**src/rtl/axi_ms_pkg.sv**
```systemverilog
`default_nettype none
// ============================================================================
// Module   : axi_ms_pkg
// Brief    : Shared constants for the AXI register slave / single-beat master:
//            register offsets, CTRL/STAT bit positions, AXI encodings and the
//            state encodings of the slave and master state machines.
// Revision : 1.0  initial release
// ============================================================================
package axi_ms_pkg;

    // Register window, decoded from address bits [3:2]
    localparam logic [1:0] c_reg_ctrl = 2'd0;
    localparam logic [1:0] c_reg_addr = 2'd1;
    localparam logic [1:0] c_reg_data = 2'd2;
    localparam logic [1:0] c_reg_stat = 2'd3;

    // CTRL / STAT bit positions
    localparam int c_ctrl_go_bit   = 0;
    localparam int c_ctrl_dir_bit  = 1;
    localparam int c_stat_busy_bit = 0;
    localparam int c_stat_done_bit = 1;
    localparam int c_stat_resp_lsb = 2;

    // AXI encodings
    localparam logic [1:0] c_burst_fixed = 2'b00;
    localparam logic [1:0] c_burst_incr  = 2'b01;
    localparam logic [2:0] c_size_4b     = 3'b010;
    localparam logic [1:0] c_resp_okay   = 2'b00;
    localparam logic [3:0] c_cache_bufmod = 4'b0011;

    // Master engine states
    localparam logic [2:0] c_m_idle = 3'd0;
    localparam logic [2:0] c_m_wr   = 3'd1;
    localparam logic [2:0] c_m_wb   = 3'd2;
    localparam logic [2:0] c_m_ra   = 3'd3;
    localparam logic [2:0] c_m_rd   = 3'd4;

    // Slave write channel states
    localparam logic [1:0] c_sw_idle = 2'd0;
    localparam logic [1:0] c_sw_data = 2'd1;
    localparam logic [1:0] c_sw_resp = 2'd2;

    // Slave read channel states
    localparam logic [0:0] c_sr_idle = 1'b0;
    localparam logic [0:0] c_sr_data = 1'b1;

    // Merge new data into an old word under a byte-strobe mask
    function automatic logic [31:0] apply_strb(input logic [31:0] old_val,
                                               input logic [31:0] new_val,
                                               input logic [3:0]  strb);
        logic [31:0] result;
        result = old_val;
        for (int i = 0; i < 4; i++) begin
            if (strb[i]) begin
                result[8*i +: 8] = new_val[8*i +: 8];
            end
        end
        return result;
    endfunction

endpackage : axi_ms_pkg
`default_nettype wire

```
**src/rtl/axi_ms_master_engine.sv**
```systemverilog
`default_nettype none
// ============================================================================
// Module   : axi_ms_master_engine
// Brief    : One-at-a-time, single-beat 32-bit AXI4 master. A GO pulse in
//            IDLE launches a write (AW+W, then B) or a read (AR, then R).
//            Completion is reported as a one-cycle done pulse with the response.
// Revision : 1.0  initial release
// ============================================================================
module axi_ms_master_engine
    import axi_ms_pkg::*;
#(
    parameter int M_ADDR_WIDTH = 32
) (
    input  logic                    clk,
    input  logic                    rst,
    // launch request from the register file
    input  logic                    i_go,
    input  logic                    i_dir,
    input  logic [31:0]             i_addr,
    input  logic [31:0]             i_wdata,
    // status back to the register file
    output logic                    o_busy,
    output logic                    o_done,
    output logic [1:0]              o_resp,
    output logic                    o_rd_valid,
    output logic [31:0]             o_rd_data,
    // AXI4 master write address
    output logic [M_ADDR_WIDTH-1:0] o_m_axi_awaddr,
    output logic [7:0]              o_m_axi_awlen,
    output logic [2:0]              o_m_axi_awsize,
    output logic [1:0]              o_m_axi_awburst,
    output logic [3:0]              o_m_axi_awcache,
    output logic [2:0]              o_m_axi_awprot,
    output logic                    o_m_axi_awlock,
    output logic [3:0]              o_m_axi_awqos,
    output logic                    o_m_axi_awvalid,
    input  logic                    i_m_axi_awready,
    // AXI4 master write data
    output logic [31:0]             o_m_axi_wdata,
    output logic [3:0]              o_m_axi_wstrb,
    output logic                    o_m_axi_wlast,
    output logic                    o_m_axi_wvalid,
    input  logic                    i_m_axi_wready,
    // AXI4 master write response
    input  logic [1:0]              i_m_axi_bresp,
    input  logic                    i_m_axi_bvalid,
    output logic                    o_m_axi_bready,
    // AXI4 master read address
    output logic [M_ADDR_WIDTH-1:0] o_m_axi_araddr,
    output logic [7:0]              o_m_axi_arlen,
    output logic [2:0]              o_m_axi_arsize,
    output logic [1:0]              o_m_axi_arburst,
    output logic [3:0]              o_m_axi_arcache,
    output logic [2:0]              o_m_axi_arprot,
    output logic                    o_m_axi_arlock,
    output logic [3:0]              o_m_axi_arqos,
    output logic                    o_m_axi_arvalid,
    input  logic                    i_m_axi_arready,
    // AXI4 master read data
    input  logic [31:0]             i_m_axi_rdata,
    input  logic [1:0]              i_m_axi_rresp,
    input  logic                    i_m_axi_rlast,
    input  logic                    i_m_axi_rvalid,
    output logic                    o_m_axi_rready
);

    logic [2:0]              r_state;
    logic [M_ADDR_WIDTH-1:0] r_addr;
    logic [31:0]             r_wdata;
    logic                    r_awvalid;
    logic                    r_wvalid;
    logic                    r_arvalid;
    logic                    w_aw_clear;
    logic                    w_w_clear;

    // AW and W retire independently; the write phase ends once both have
    assign w_aw_clear = ~r_awvalid | i_m_axi_awready;
    assign w_w_clear  = ~r_wvalid  | i_m_axi_wready;

    // Master state machine and launch-time capture of address/data
    always_ff @(posedge clk) begin
        if (rst) begin
            r_state   <= c_m_idle;
            r_addr    <= '0;
            r_wdata   <= '0;
            r_awvalid <= 1'b0;
            r_wvalid  <= 1'b0;
            r_arvalid <= 1'b0;
        end else begin
            case (r_state)
                c_m_idle: begin
                    if (i_go) begin
                        r_addr  <= i_addr[M_ADDR_WIDTH-1:0];
                        r_wdata <= i_wdata;
                        if (i_dir) begin
                            r_arvalid <= 1'b1;
                            r_state   <= c_m_ra;
                        end else begin
                            r_awvalid <= 1'b1;
                            r_wvalid  <= 1'b1;
                            r_state   <= c_m_wr;
                        end
                    end
                end
                c_m_wr: begin
                    if (i_m_axi_awready) r_awvalid <= 1'b0;
                    if (i_m_axi_wready)  r_wvalid  <= 1'b0;
                    if (w_aw_clear && w_w_clear) r_state <= c_m_wb;
                end
                c_m_wb: begin
                    if (i_m_axi_bvalid) r_state <= c_m_idle;
                end
                c_m_ra: begin
                    if (i_m_axi_arready) begin
                        r_arvalid <= 1'b0;
                        r_state   <= c_m_rd;
                    end
                end
                c_m_rd: begin
                    if (i_m_axi_rvalid && i_m_axi_rlast) r_state <= c_m_idle;
                end
                default: r_state <= c_m_idle;
            endcase
        end
    end

    // Status and completion reporting
    assign o_busy     = (r_state != c_m_idle);
    assign o_rd_valid = (r_state == c_m_rd) & i_m_axi_rvalid & i_m_axi_rlast;
    assign o_rd_data  = i_m_axi_rdata;
    assign o_done     = ((r_state == c_m_wb) & i_m_axi_bvalid) | o_rd_valid;
    assign o_resp     = (r_state == c_m_wb) ? i_m_axi_bresp : i_m_axi_rresp;

    // Handshake outputs are forced low while reset is held
    assign o_m_axi_awvalid = r_awvalid & ~rst;
    assign o_m_axi_wvalid  = r_wvalid  & ~rst;
    assign o_m_axi_arvalid = r_arvalid & ~rst;
    assign o_m_axi_bready  = (r_state == c_m_wb) & ~rst;
    assign o_m_axi_rready  = (r_state == c_m_rd) & ~rst;

    // Fixed single-beat, 4-byte, incrementing, bufferable/modifiable attributes
    assign o_m_axi_awaddr  = r_addr;
    assign o_m_axi_awlen   = 8'd0;
    assign o_m_axi_awsize  = c_size_4b;
    assign o_m_axi_awburst = c_burst_incr;
    assign o_m_axi_awcache = c_cache_bufmod;
    assign o_m_axi_awprot  = 3'd0;
    assign o_m_axi_awlock  = 1'b0;
    assign o_m_axi_awqos   = 4'd0;
    assign o_m_axi_wdata   = r_wdata;
    assign o_m_axi_wstrb   = 4'hF;
    assign o_m_axi_wlast   = 1'b1;
    assign o_m_axi_araddr  = r_addr;
    assign o_m_axi_arlen   = 8'd0;
    assign o_m_axi_arsize  = c_size_4b;
    assign o_m_axi_arburst = c_burst_incr;
    assign o_m_axi_arcache = c_cache_bufmod;
    assign o_m_axi_arprot  = 3'd0;
    assign o_m_axi_arlock  = 1'b0;
    assign o_m_axi_arqos   = 4'd0;

endmodule : axi_ms_master_engine
`default_nettype wire

```
**src/rtl/axi_master_and_slave.sv**
```systemverilog
`default_nettype none
// ============================================================================
// Module   : axi_master_and_slave
// Brief    : AXI4 slave exposing CTRL/ADDR/DATA/STAT registers that drive a
//            single-beat AXI4 master engine. Slave write and read channels are
//            independent; one write and one read burst may be in flight.
// Revision : 1.0  initial release
// ============================================================================
module axi_master_and_slave
    import axi_ms_pkg::*;
#(
    parameter int S_ID_WIDTH   = 1,
    parameter int M_ADDR_WIDTH = 32
) (
    input  logic                    aclk,
    input  logic                    areset,
    // slave write address
    input  logic [S_ID_WIDTH-1:0]   s_axi_awid,
    input  logic [31:0]             s_axi_awaddr,
    input  logic [7:0]              s_axi_awlen,
    input  logic [2:0]              s_axi_awsize,
    input  logic [1:0]              s_axi_awburst,
    input  logic                    s_axi_awlock,
    input  logic [3:0]              s_axi_awcache,
    input  logic [2:0]              s_axi_awprot,
    input  logic [3:0]              s_axi_awqos,
    input  logic [3:0]              s_axi_awregion,
    input  logic                    s_axi_awvalid,
    output logic                    s_axi_awready,
    // slave write data
    input  logic [31:0]             s_axi_wdata,
    input  logic [3:0]              s_axi_wstrb,
    input  logic                    s_axi_wlast,
    input  logic                    s_axi_wvalid,
    output logic                    s_axi_wready,
    // slave write response
    output logic [S_ID_WIDTH-1:0]   s_axi_bid,
    output logic [1:0]              s_axi_bresp,
    output logic                    s_axi_bvalid,
    input  logic                    s_axi_bready,
    // slave read address
    input  logic [S_ID_WIDTH-1:0]   s_axi_arid,
    input  logic [31:0]             s_axi_araddr,
    input  logic [7:0]              s_axi_arlen,
    input  logic [2:0]              s_axi_arsize,
    input  logic [1:0]              s_axi_arburst,
    input  logic                    s_axi_arlock,
    input  logic [3:0]              s_axi_arcache,
    input  logic [2:0]              s_axi_arprot,
    input  logic [3:0]              s_axi_arqos,
    input  logic [3:0]              s_axi_arregion,
    input  logic                    s_axi_arvalid,
    output logic                    s_axi_arready,
    // slave read data
    output logic [S_ID_WIDTH-1:0]   s_axi_rid,
    output logic [31:0]             s_axi_rdata,
    output logic [1:0]              s_axi_rresp,
    output logic                    s_axi_rlast,
    output logic                    s_axi_rvalid,
    input  logic                    s_axi_rready,
    // master write address
    output logic [M_ADDR_WIDTH-1:0] m_axi_awaddr,
    output logic [7:0]              m_axi_awlen,
    output logic [2:0]              m_axi_awsize,
    output logic [1:0]              m_axi_awburst,
    output logic [3:0]              m_axi_awcache,
    output logic [2:0]              m_axi_awprot,
    output logic                    m_axi_awlock,
    output logic [3:0]              m_axi_awqos,
    output logic                    m_axi_awvalid,
    input  logic                    m_axi_awready,
    // master write data
    output logic [31:0]             m_axi_wdata,
    output logic [3:0]              m_axi_wstrb,
    output logic                    m_axi_wlast,
    output logic                    m_axi_wvalid,
    input  logic                    m_axi_wready,
    // master write response
    input  logic [1:0]              m_axi_bresp,
    input  logic                    m_axi_bvalid,
    output logic                    m_axi_bready,
    // master read address
    output logic [M_ADDR_WIDTH-1:0] m_axi_araddr,
    output logic [7:0]              m_axi_arlen,
    output logic [2:0]              m_axi_arsize,
    output logic [1:0]              m_axi_arburst,
    output logic [3:0]              m_axi_arcache,
    output logic [2:0]              m_axi_arprot,
    output logic                    m_axi_arlock,
    output logic [3:0]              m_axi_arqos,
    output logic                    m_axi_arvalid,
    input  logic                    m_axi_arready,
    // master read data
    input  logic [31:0]             m_axi_rdata,
    input  logic [1:0]              m_axi_rresp,
    input  logic                    m_axi_rlast,
    input  logic                    m_axi_rvalid,
    output logic                    m_axi_rready
);

    // slave write channel
    logic [1:0]            r_wstate;
    logic [S_ID_WIDTH-1:0] r_bid;
    logic [1:0]            r_widx;
    logic                  r_wfixed;
    // slave read channel
    logic [0:0]            r_rstate;
    logic [S_ID_WIDTH-1:0] r_rid;
    logic [1:0]            r_ridx;
    logic                  r_rfixed;
    logic [7:0]            r_rlen;
    logic [7:0]            r_rcnt;
    // register file
    logic                  r_dir;
    logic [31:0]           r_addr;
    logic [31:0]           r_data;
    logic                  r_done;
    logic [1:0]            r_resp;
    // engine interface
    logic                  w_busy;
    logic                  w_done;
    logic [1:0]            w_resp;
    logic                  w_rd_valid;
    logic [31:0]           w_rd_data;
    logic                  w_go;
    logic                  w_launch_dir;
    logic                  w_wr_beat;
    logic [31:0]           w_rdata;
    logic                  w_unused_ok;

    assign w_wr_beat = s_axi_wvalid & s_axi_wready;

    // GO fires on a CTRL beat with bit0 set; a DIR written in the same beat applies to this launch
    assign w_go         = w_wr_beat & (r_widx == c_reg_ctrl) & s_axi_wstrb[0] & s_axi_wdata[c_ctrl_go_bit];
    assign w_launch_dir = s_axi_wstrb[0] ? s_axi_wdata[c_ctrl_dir_bit] : r_dir;

    // Slave write channel: AW accept, per-beat register index walk, single B response
    always_ff @(posedge aclk) begin
        if (areset) begin
            r_wstate <= c_sw_idle;
            r_bid    <= '0;
            r_widx   <= '0;
            r_wfixed <= 1'b0;
        end else begin
            case (r_wstate)
                c_sw_idle: begin
                    if (s_axi_awvalid && s_axi_awready) begin
                        r_bid    <= s_axi_awid;
                        r_widx   <= s_axi_awaddr[3:2];
                        r_wfixed <= (s_axi_awburst == c_burst_fixed);
                        r_wstate <= c_sw_data;
                    end
                end
                c_sw_data: begin
                    if (w_wr_beat) begin
                        if (!r_wfixed) r_widx <= r_widx + 2'd1;
                        if (s_axi_wlast) r_wstate <= c_sw_resp;
                    end
                end
                c_sw_resp: begin
                    if (s_axi_bready) r_wstate <= c_sw_idle;
                end
                default: r_wstate <= c_sw_idle;
            endcase
        end
    end

    // Slave read channel: AR accept, then len+1 beats walking the register index
    always_ff @(posedge aclk) begin
        if (areset) begin
            r_rstate <= c_sr_idle;
            r_rid    <= '0;
            r_ridx   <= '0;
            r_rfixed <= 1'b0;
            r_rlen   <= '0;
            r_rcnt   <= '0;
        end else begin
            case (r_rstate)
                c_sr_idle: begin
                    if (s_axi_arvalid && s_axi_arready) begin
                        r_rid    <= s_axi_arid;
                        r_ridx   <= s_axi_araddr[3:2];
                        r_rfixed <= (s_axi_arburst == c_burst_fixed);
                        r_rlen   <= s_axi_arlen;
                        r_rcnt   <= '0;
                        r_rstate <= c_sr_data;
                    end
                end
                default: begin
                    if (s_axi_rready) begin
                        if (r_rcnt == r_rlen) begin
                            r_rstate <= c_sr_idle;
                        end else begin
                            r_rcnt <= r_rcnt + 8'd1;
                            if (!r_rfixed) r_ridx <= r_ridx + 2'd1;
                        end
                    end
                end
            endcase
        end
    end

    // Register file; master completion has priority over software writes to DATA/DONE
    always_ff @(posedge aclk) begin
        if (areset) begin
            r_dir  <= 1'b0;
            r_addr <= '0;
            r_data <= '0;
            r_done <= 1'b0;
            r_resp <= '0;
        end else begin
            if (w_wr_beat && (r_widx == c_reg_ctrl) && s_axi_wstrb[0]) begin
                r_dir <= s_axi_wdata[c_ctrl_dir_bit];
            end
            if (w_wr_beat && (r_widx == c_reg_addr)) begin
                r_addr <= apply_strb(r_addr, s_axi_wdata, s_axi_wstrb);
            end
            if (w_rd_valid) begin
                r_data <= w_rd_data;
            end else if (w_wr_beat && (r_widx == c_reg_data)) begin
                r_data <= apply_strb(r_data, s_axi_wdata, s_axi_wstrb);
            end
            if (w_done) begin
                r_done <= 1'b1;
                r_resp <= w_resp;
            end else if (w_wr_beat && (r_widx == c_reg_stat) && s_axi_wstrb[0] &&
                         s_axi_wdata[c_stat_done_bit]) begin
                r_done <= 1'b0;
            end
        end
    end

    // Read-data mux, sampled live while each beat is presented
    always_comb begin
        w_rdata = '0;
        case (r_ridx)
            c_reg_ctrl: w_rdata[c_ctrl_dir_bit] = r_dir;
            c_reg_addr: w_rdata = r_addr;
            c_reg_data: w_rdata = r_data;
            default: begin
                w_rdata[c_stat_busy_bit]                    = w_busy;
                w_rdata[c_stat_done_bit]                    = r_done;
                w_rdata[c_stat_resp_lsb +: 2]               = r_resp;
            end
        endcase
    end

    assign s_axi_awready = (r_wstate == c_sw_idle) & ~areset;
    assign s_axi_wready  = (r_wstate == c_sw_data) & ~areset;
    assign s_axi_bvalid  = (r_wstate == c_sw_resp) & ~areset;
    assign s_axi_bid     = r_bid;
    assign s_axi_bresp   = c_resp_okay;
    assign s_axi_arready = (r_rstate == c_sr_idle) & ~areset;
    assign s_axi_rvalid  = (r_rstate == c_sr_data) & ~areset;
    assign s_axi_rid     = r_rid;
    assign s_axi_rdata   = w_rdata;
    assign s_axi_rresp   = c_resp_okay;
    assign s_axi_rlast   = (r_rcnt == r_rlen);

    // Attributes and address bits outside the 4-register decode carry no meaning here
    assign w_unused_ok = &{1'b0, s_axi_awaddr[31:4], s_axi_awaddr[1:0], s_axi_awlen, s_axi_awsize,
                           s_axi_awlock, s_axi_awcache, s_axi_awprot, s_axi_awqos, s_axi_awregion,
                           s_axi_araddr[31:4], s_axi_araddr[1:0], s_axi_arsize,
                           s_axi_arlock, s_axi_arcache, s_axi_arprot, s_axi_arqos, s_axi_arregion};

    axi_ms_master_engine #(
        .M_ADDR_WIDTH (M_ADDR_WIDTH)
    ) u_engine (
        .clk             (aclk),
        .rst             (areset),
        .i_go            (w_go),
        .i_dir           (w_launch_dir),
        .i_addr          (r_addr),
        .i_wdata         (r_data),
        .o_busy          (w_busy),
        .o_done          (w_done),
        .o_resp          (w_resp),
        .o_rd_valid      (w_rd_valid),
        .o_rd_data       (w_rd_data),
        .o_m_axi_awaddr  (m_axi_awaddr),
        .o_m_axi_awlen   (m_axi_awlen),
        .o_m_axi_awsize  (m_axi_awsize),
        .o_m_axi_awburst (m_axi_awburst),
        .o_m_axi_awcache (m_axi_awcache),
        .o_m_axi_awprot  (m_axi_awprot),
        .o_m_axi_awlock  (m_axi_awlock),
        .o_m_axi_awqos   (m_axi_awqos),
        .o_m_axi_awvalid (m_axi_awvalid),
        .i_m_axi_awready (m_axi_awready),
        .o_m_axi_wdata   (m_axi_wdata),
        .o_m_axi_wstrb   (m_axi_wstrb),
        .o_m_axi_wlast   (m_axi_wlast),
        .o_m_axi_wvalid  (m_axi_wvalid),
        .i_m_axi_wready  (m_axi_wready),
        .i_m_axi_bresp   (m_axi_bresp),
        .i_m_axi_bvalid  (m_axi_bvalid),
        .o_m_axi_bready  (m_axi_bready),
        .o_m_axi_araddr  (m_axi_araddr),
        .o_m_axi_arlen   (m_axi_arlen),
        .o_m_axi_arsize  (m_axi_arsize),
        .o_m_axi_arburst (m_axi_arburst),
        .o_m_axi_arcache (m_axi_arcache),
        .o_m_axi_arprot  (m_axi_arprot),
        .o_m_axi_arlock  (m_axi_arlock),
        .o_m_axi_arqos   (m_axi_arqos),
        .o_m_axi_arvalid (m_axi_arvalid),
        .i_m_axi_arready (m_axi_arready),
        .i_m_axi_rdata   (m_axi_rdata),
        .i_m_axi_rresp   (m_axi_rresp),
        .i_m_axi_rlast   (m_axi_rlast),
        .i_m_axi_rvalid  (m_axi_rvalid),
        .o_m_axi_rready  (m_axi_rready)
    );

endmodule : axi_master_and_slave
`default_nettype wire

```
**config.mk**
```make
export PLATFORM = sky130hd
export DESIGN_NAME = axi_master_and_slave
export DESIGN_NICKNAME = d
export VERILOG_FILES = /design/src/rtl/axi_ms_pkg.sv /design/src/rtl/axi_ms_master_engine.sv /design/src/rtl/axi_master_and_slave.sv
export SDC_FILE = /design/constraint.sdc
export NUM_CORES = 1
export LEC_CHECK = 0
export ABC_CLOCK_PERIOD_IN_PS = 1700
export CORE_ASPECT_RATIO = 0.75
export CORE_MARGIN = 3
export CORE_UTILIZATION = 30
export CTS_BUF_LIST = sky130_fd_sc_hd__clkbuf_4 sky130_fd_sc_hd__clkbuf_8
export DETAILED_ROUTE_END_ITERATION = 8
export PLACE_DENSITY = 0.66
export SLEW_MARGIN = 20
export SYNTH_ARGS = -nofsm -noshare
export SYNTH_HDL_FRONTEND = slang
export SYNTH_SLANG_ARGS = --single-unit
```
**constraint.sdc**
```tcl
create_clock -name aclk -period 1.7 [get_ports aclk]
set_input_delay 0.255 -clock aclk [delete_from_list [all_inputs] [get_ports aclk]]
set_output_delay 0.255 -clock aclk [all_outputs]
set_load 0.02 [all_outputs]
```
# Yosys cells after proc, flatten, opt, wreduce, memory -nomap -nowiden

Cells that the tools add are included.

$add $sub $neg: 3
$mul: 0
Divide/modulo/power cells: 0
Magnitude comparators: 0
Equal/unequal tests: 29
Shift-type cells: 0
Multiplexer cells: 53
Bitwise gates (word level): 24
Reduce and logical (&&, ||, !) cells: 47

Operator list:

| operator              | count |
|---|---|
| $mux W32              | 2 |
| $mux W8               | 8 |
| $pmux W28 S2          | 1 |
| $mux W2               | 14 |
| $ne A2 B2 Y1 const B  | 13 |
| $reduce_and A4 Y1     | 6 |
| $reduce_and A2 Y1     | 11 |
| $reduce_bool A2 Y1    | 10 |
| $and A1 B1 Y1         | 17 |
| $mux W3               | 5 |
| $pmux W3 S5           | 1 |
| $mux W1               | 14 |
| $pmux W2 S3           | 2 |
| $logic_and A1 B1 Y1   | 11 |
| $logic_not A2 Y1      | 5 |
| $add A8 B1 Y8 const B | 1 |
| $eq A2 B2 Y1 const B  | 4 |
| $eq A8 B8 Y1          | 1 |
| $ne A2 B1 Y1 const B  | 4 |
| $eq A2 B1 Y1 const B  | 3 |
| $eq A3 B2 Y1 const B  | 2 |
| $pmux W1 S2           | 3 |
| $pmux W1 S3           | 2 |
| $reduce_and A5 Y1     | 1 |
| 9 further kinds       | 15 |

Flip-flop bits (word level): 165
Bits in latches: 0
Memory bits (writable): 0
Memory bits (read-only): 0
Input bits: 210
Output and inout port bits: 200
Logic and storage cells: 183
Memories: 0

# Logic depth before layout (Yosys ltp)

Word-level depth: 8
Mapped depth: 9
Mapped depth without buffers: 6

# Cells and area by module

Synthesis repeated with hierarchy kept, for this count alone.

Cells, all modules: 1063
Area, all modules: 8344.3 µm²

Modules (own cells, without submodules):

| module               | instances | cells each | area each (µm²) | sequential area each (µm²) |
|---|---|---|---|---|
| axi_master_and_slave | 1         | 604        | 4803.4          | 1901.8 |
| axi_ms_master_engine | 1         | 459        | 3540.9          | 1401.3 |

# Least setup slack after synthesis

Ideal clock, no wire load.

Path type: reg-to-output
From: register r_ridx[0]
To: output s_axi_rdata[2]
Arrival: 1.502 ns
Data required time: 1.445 ns
Slack: -0.057 ns
Stages on the path, launching flop included: 6
Buffers on the path: 1
Cell sequence: dfxtp_1 inv_1 ha_1 clkbuf_1 a22oi_1 o21ai_0

Cells in the longest elaborated chain, start to end: 2
Elaborated cells between the ends (all ways): 4
Classes of those cells: eq/ne (2); mux (1); reduce/logical (1)

RTL lines:

| what                                       | line                        | text |
|---|---|---|
| start, declared                            | axi_master_and_slave.sv:109 | `logic [1:0] r_ridx;` |
| start signal, assigned                     | axi_master_and_slave.sv:182 | `r_ridx <= s_axi_araddr[3:2];` |
| start signal, assigned                     | axi_master_and_slave.sv:195 | `if (!r_rfixed) r_ridx <= r_ridx + 2'd1;` |
| $eq A2 B2 Y1, or another cell as far along | axi_master_and_slave.sv:236 | `case (r_ridx)` |
| $pmux W2 S3 *                              | axi_master_and_slave.sv:236 |  |
| end, declared                              | axi_master_and_slave.sv:56  | `output logic [31:0] s_axi_rdata,` |

Mark *: on every way between the ends. The rest lies on a longest branch, timed or not.

# Worst setup path after layout

From: register r_ridx[1]
To: output s_axi_rdata[23]

Cells in the longest elaborated chain, start to end: 2
Elaborated cells between the ends (all ways): 3
Classes of those cells: eq/ne (2); mux (1)

RTL lines:

| what                                         | line |
|---|---|
| $eq A2 B2 Y1 or $eq A2 B1 Y1 (tied branches) | axi_master_and_slave.sv:236 |
| $pmux W28 S2 *                               | axi_master_and_slave.sv:236 |

Marks and branches as above.

==> metrics.cfg <==
[placed_design]
place_area_sq_um=10900
numPortBuffers=244
gp_congestion=0.868
hpwl_mm=19.5

[sta]
fin_worst_skew_ns=0.0154
finalCriticalPeriod_ns=1.99
fmax_ghz=0.502
hold_slack_ns=0.148
worst_pin_slew_ns=0.768
rsz0062_at_grt=yes
setup_violations=33
slew_viol_final=0
slew_headroom_pct=48.8
finalCritPeriodShare_pct=117
hold_viol_final=0
setup_ws_ns=-0.290

[worst_setup_path]
crit_arrival_ns=1.74
crit_required_ns=1.44
crit_chain=inv_4 > ha_4 > buf_12 > a22oi_2 > nor2b_1 > buf_4
critPathSlowestCell=dfxtp_4
worstSetupStartpoint=r_ridx[1]
r2r_end=r_rcnt[3]
slowest_delay_ns=0.39
reg2reg_slack_ns=0.05
cp-end-kind=output pin
cp_max_fo=12
path_class=reg -> out
reg2regPathDepth=6
worstSetupEndpoint=s_axi_rdata[23]
timing.rr.start=r_rcnt[1]
startpoint_type=flop

[drt]
drtIter0Drc=389
drc=0
drtPass1Iterations=5
routed-via-count=7662
viasPerCell=4.79
wire_per_inst_um=17.3
wirelength_mm=27.7
ant_nets=0

[final_layout]
syn_to_final_growth_pct=51.7
final_common_cell=nand2_1
fin_nets=1468
drive_gt1_share_pct=23.9
antennaDiodeCount=0
stdcell_area_sq_um=12000
fin_util_pct=47.2
final_cell_mix=200 x nand2_1, 148 x dfxtp_1, 112 x a21oi_1

[logic_synthesis]
synthMuxAreaShare_pct=5.60
synthAdderAreaFrac_pct=1.42
ys_seq_area_share_pct=41.7
synth_top_family_by_area=simple AND/OR/NAND/NOR gates
synth.avg_cell_area_sq_um=8.14
async_flop_share_pct=0
synth_cells=974
synth_area_sq_um=7930
yosys.area_share.simple_pct=20.0
synth-seq-cells=165
synthFlopType=dfxtp_1
synth_xor_area_share_pct=1.33
synth_compound_area_share_pct=16.7
ys_warn_count=0
synth_cell_type_count=47
synth_edf_count=0

[global_routing]
grt_start_max_net_pins=67
grt_antenna_before_repair=1
gr-total-overflow=0
grt_pass1_wl_mm=40.0
grtUsageTotal_pct=17.6
grt_pass1_vias=7212

[hold_path]
hp-class=in -> reg
whs_path_depth=3

[clocking]
ctsHtreeMaxLevel=4
clk_latency_ns=0.47
cts_tree=built
clk_pin_slew_ns=0.09
cts_root_buf=clkbuf_8
clock-sinks=165
cts_buffers=17
clk_path_buf_depth=2
ctsHoldBuffers=0

[outcome]
violations=negative setup slack
outcome=complete, but fails checks

[floorplanning]
core_sq_um=25500
die_h_um=147
io_pins=410
die_x_um=194
start_util_pct=31.1
dieArea_sq_um=28400
fp-row-count=50

[run]
cap_violations=0

[power_and_ir_drop]
peakVddDrop_uv=471
p_leak_nw=4.79
power_density_nw_per_um2=715

==> per-layer routing <==
metal	GRT usage (%)	up-vias	share of wire (%)
met4	4.19	0	1.1
met5	0	-	0
met2	28.2	261	46
met3	5.32	19	7.0
li1	-	3711	-
met1	23.5	3671	46
==> repair_timing <==
action,4_1_cts,5_1_grt
setup endpoints to repair,170,128
pin swaps,19,23
resized for setup,361,73
cloned,1,7
buffers inserted,2,14
==> power breakdown <==
group          switching [mW]  leakage [nW]  total (mW)  internal [mW]
logic                   0.696          3.22        1.32          0.624
registers              0.0437          1.34        3.95           3.90
clock network            1.48         0.231        3.33           1.84
==> flip-flops by register name, summed over array words and instances, names as in the netlist, 2 cells and up <==
| name | count |
|---|---|
| r_resp | 2 |
| u_engine.o_m_axi_araddr | 32 |
| r_addr | 32 |
| r_ridx | 2 |
| r_widx | 2 |
| u_engine.r_state | 3 |
| r_wstate | 2 |
| u_engine.o_m_axi_wdata | 32 |
| r_rlen | 8 |
| r_rcnt | 8 |
| r_data | 32 |
==> worst min path at each step <==
stage | startpoint | end | slack [ns]
6_report | areset | u_engine.r_state[0] | 0.15
5_1_grt | areset | r_wfixed | 0.13
3_5_place_dp | u_engine.o_m_axi_wdata[31] | u_engine.o_m_axi_wdata[31] | 0.45
2_1_floorplan | s_axi_rready | r_rstate | 0.37
3_3_place_gp | u_engine.o_m_axi_wdata[19] | u_engine.o_m_axi_wdata[19] | 0.44
4_1_cts | areset | u_engine.r_state[0] | 0.11
==> kinds of logic after synthesis <==
kind of cell / after synthesis
simple gates: 363
other cells: 2
buf+inv: 165
fa+ha+maj: 9
mux: 44
flops: 165
compound gates: 214
xor+xnor: 12
==> cell type report <==
type | count | area (sq um)
multi-input combinational | 701 | 4240
tap | 338 | 423
clock buffer | 22 | 278
clock inverter | 9 | 176
inverter | 7 | 31.3
fill | 2496 | 13400
sequential | 165 | 3340
timing repair buffer | 357 | 3530
==> per-stage QoR <==
stage	std cells	total power, mW	setup slack, ns	setup TNS, ns
6_report	1599	8.59	-0.290	-8.13
3_5_place_dp	1545	5.19	-0.407	-40.10
2_1_floorplan	1031	4.68	0.0141	0
5_1_grt	1599	8.91	-0.420	-12.21
4_1_cts	1579	8.59	-0.326	-9.56
3_3_place_gp	1545	5.18	-0.399	-36.99
==> cells in the mapped netlist, types with 3 or more instances <==
cell type  instances  area (sq um)
a22oi_1           30           225
xnor2_1            8          70.1
o211ai_1           4          30.0
xor2_1             4          35.0
ha_1               9           113
a31oi_1            4          25.0
dfxtp_1          165          3300
nand2b_1           7          43.8
clkbuf_1          42           158
nor2b_1           36           225
mux2i_1           41           410
nor3_1             3          15.0
inv_1              7          26.3
and2_1             3          18.8
nand4_1            3          18.8
nand3_1           37           185
mux2_2             3          33.8
a31o_2             4          35.0
buf_2             10          50.1
a211oi_1          35           263
o21ai_0            4          20.0
and3_1             3          18.8
nor2_1            59           221
buf_4             99           743
a21oi_1          117           586
nand2_1          203           762
buf_6              6          67.6
==> worst max-delay path: cells and delay by family, from the launching register on <==
kind | cells | cell delay, ns
buf+inv | 3 | 0.38
fa+ha+maj | 1 | 0.22
simple gates | 1 | 0.07
compound gates | 1 | 0.20
flops | 1 | 0.39
Power figures use the tool's default switching activity.
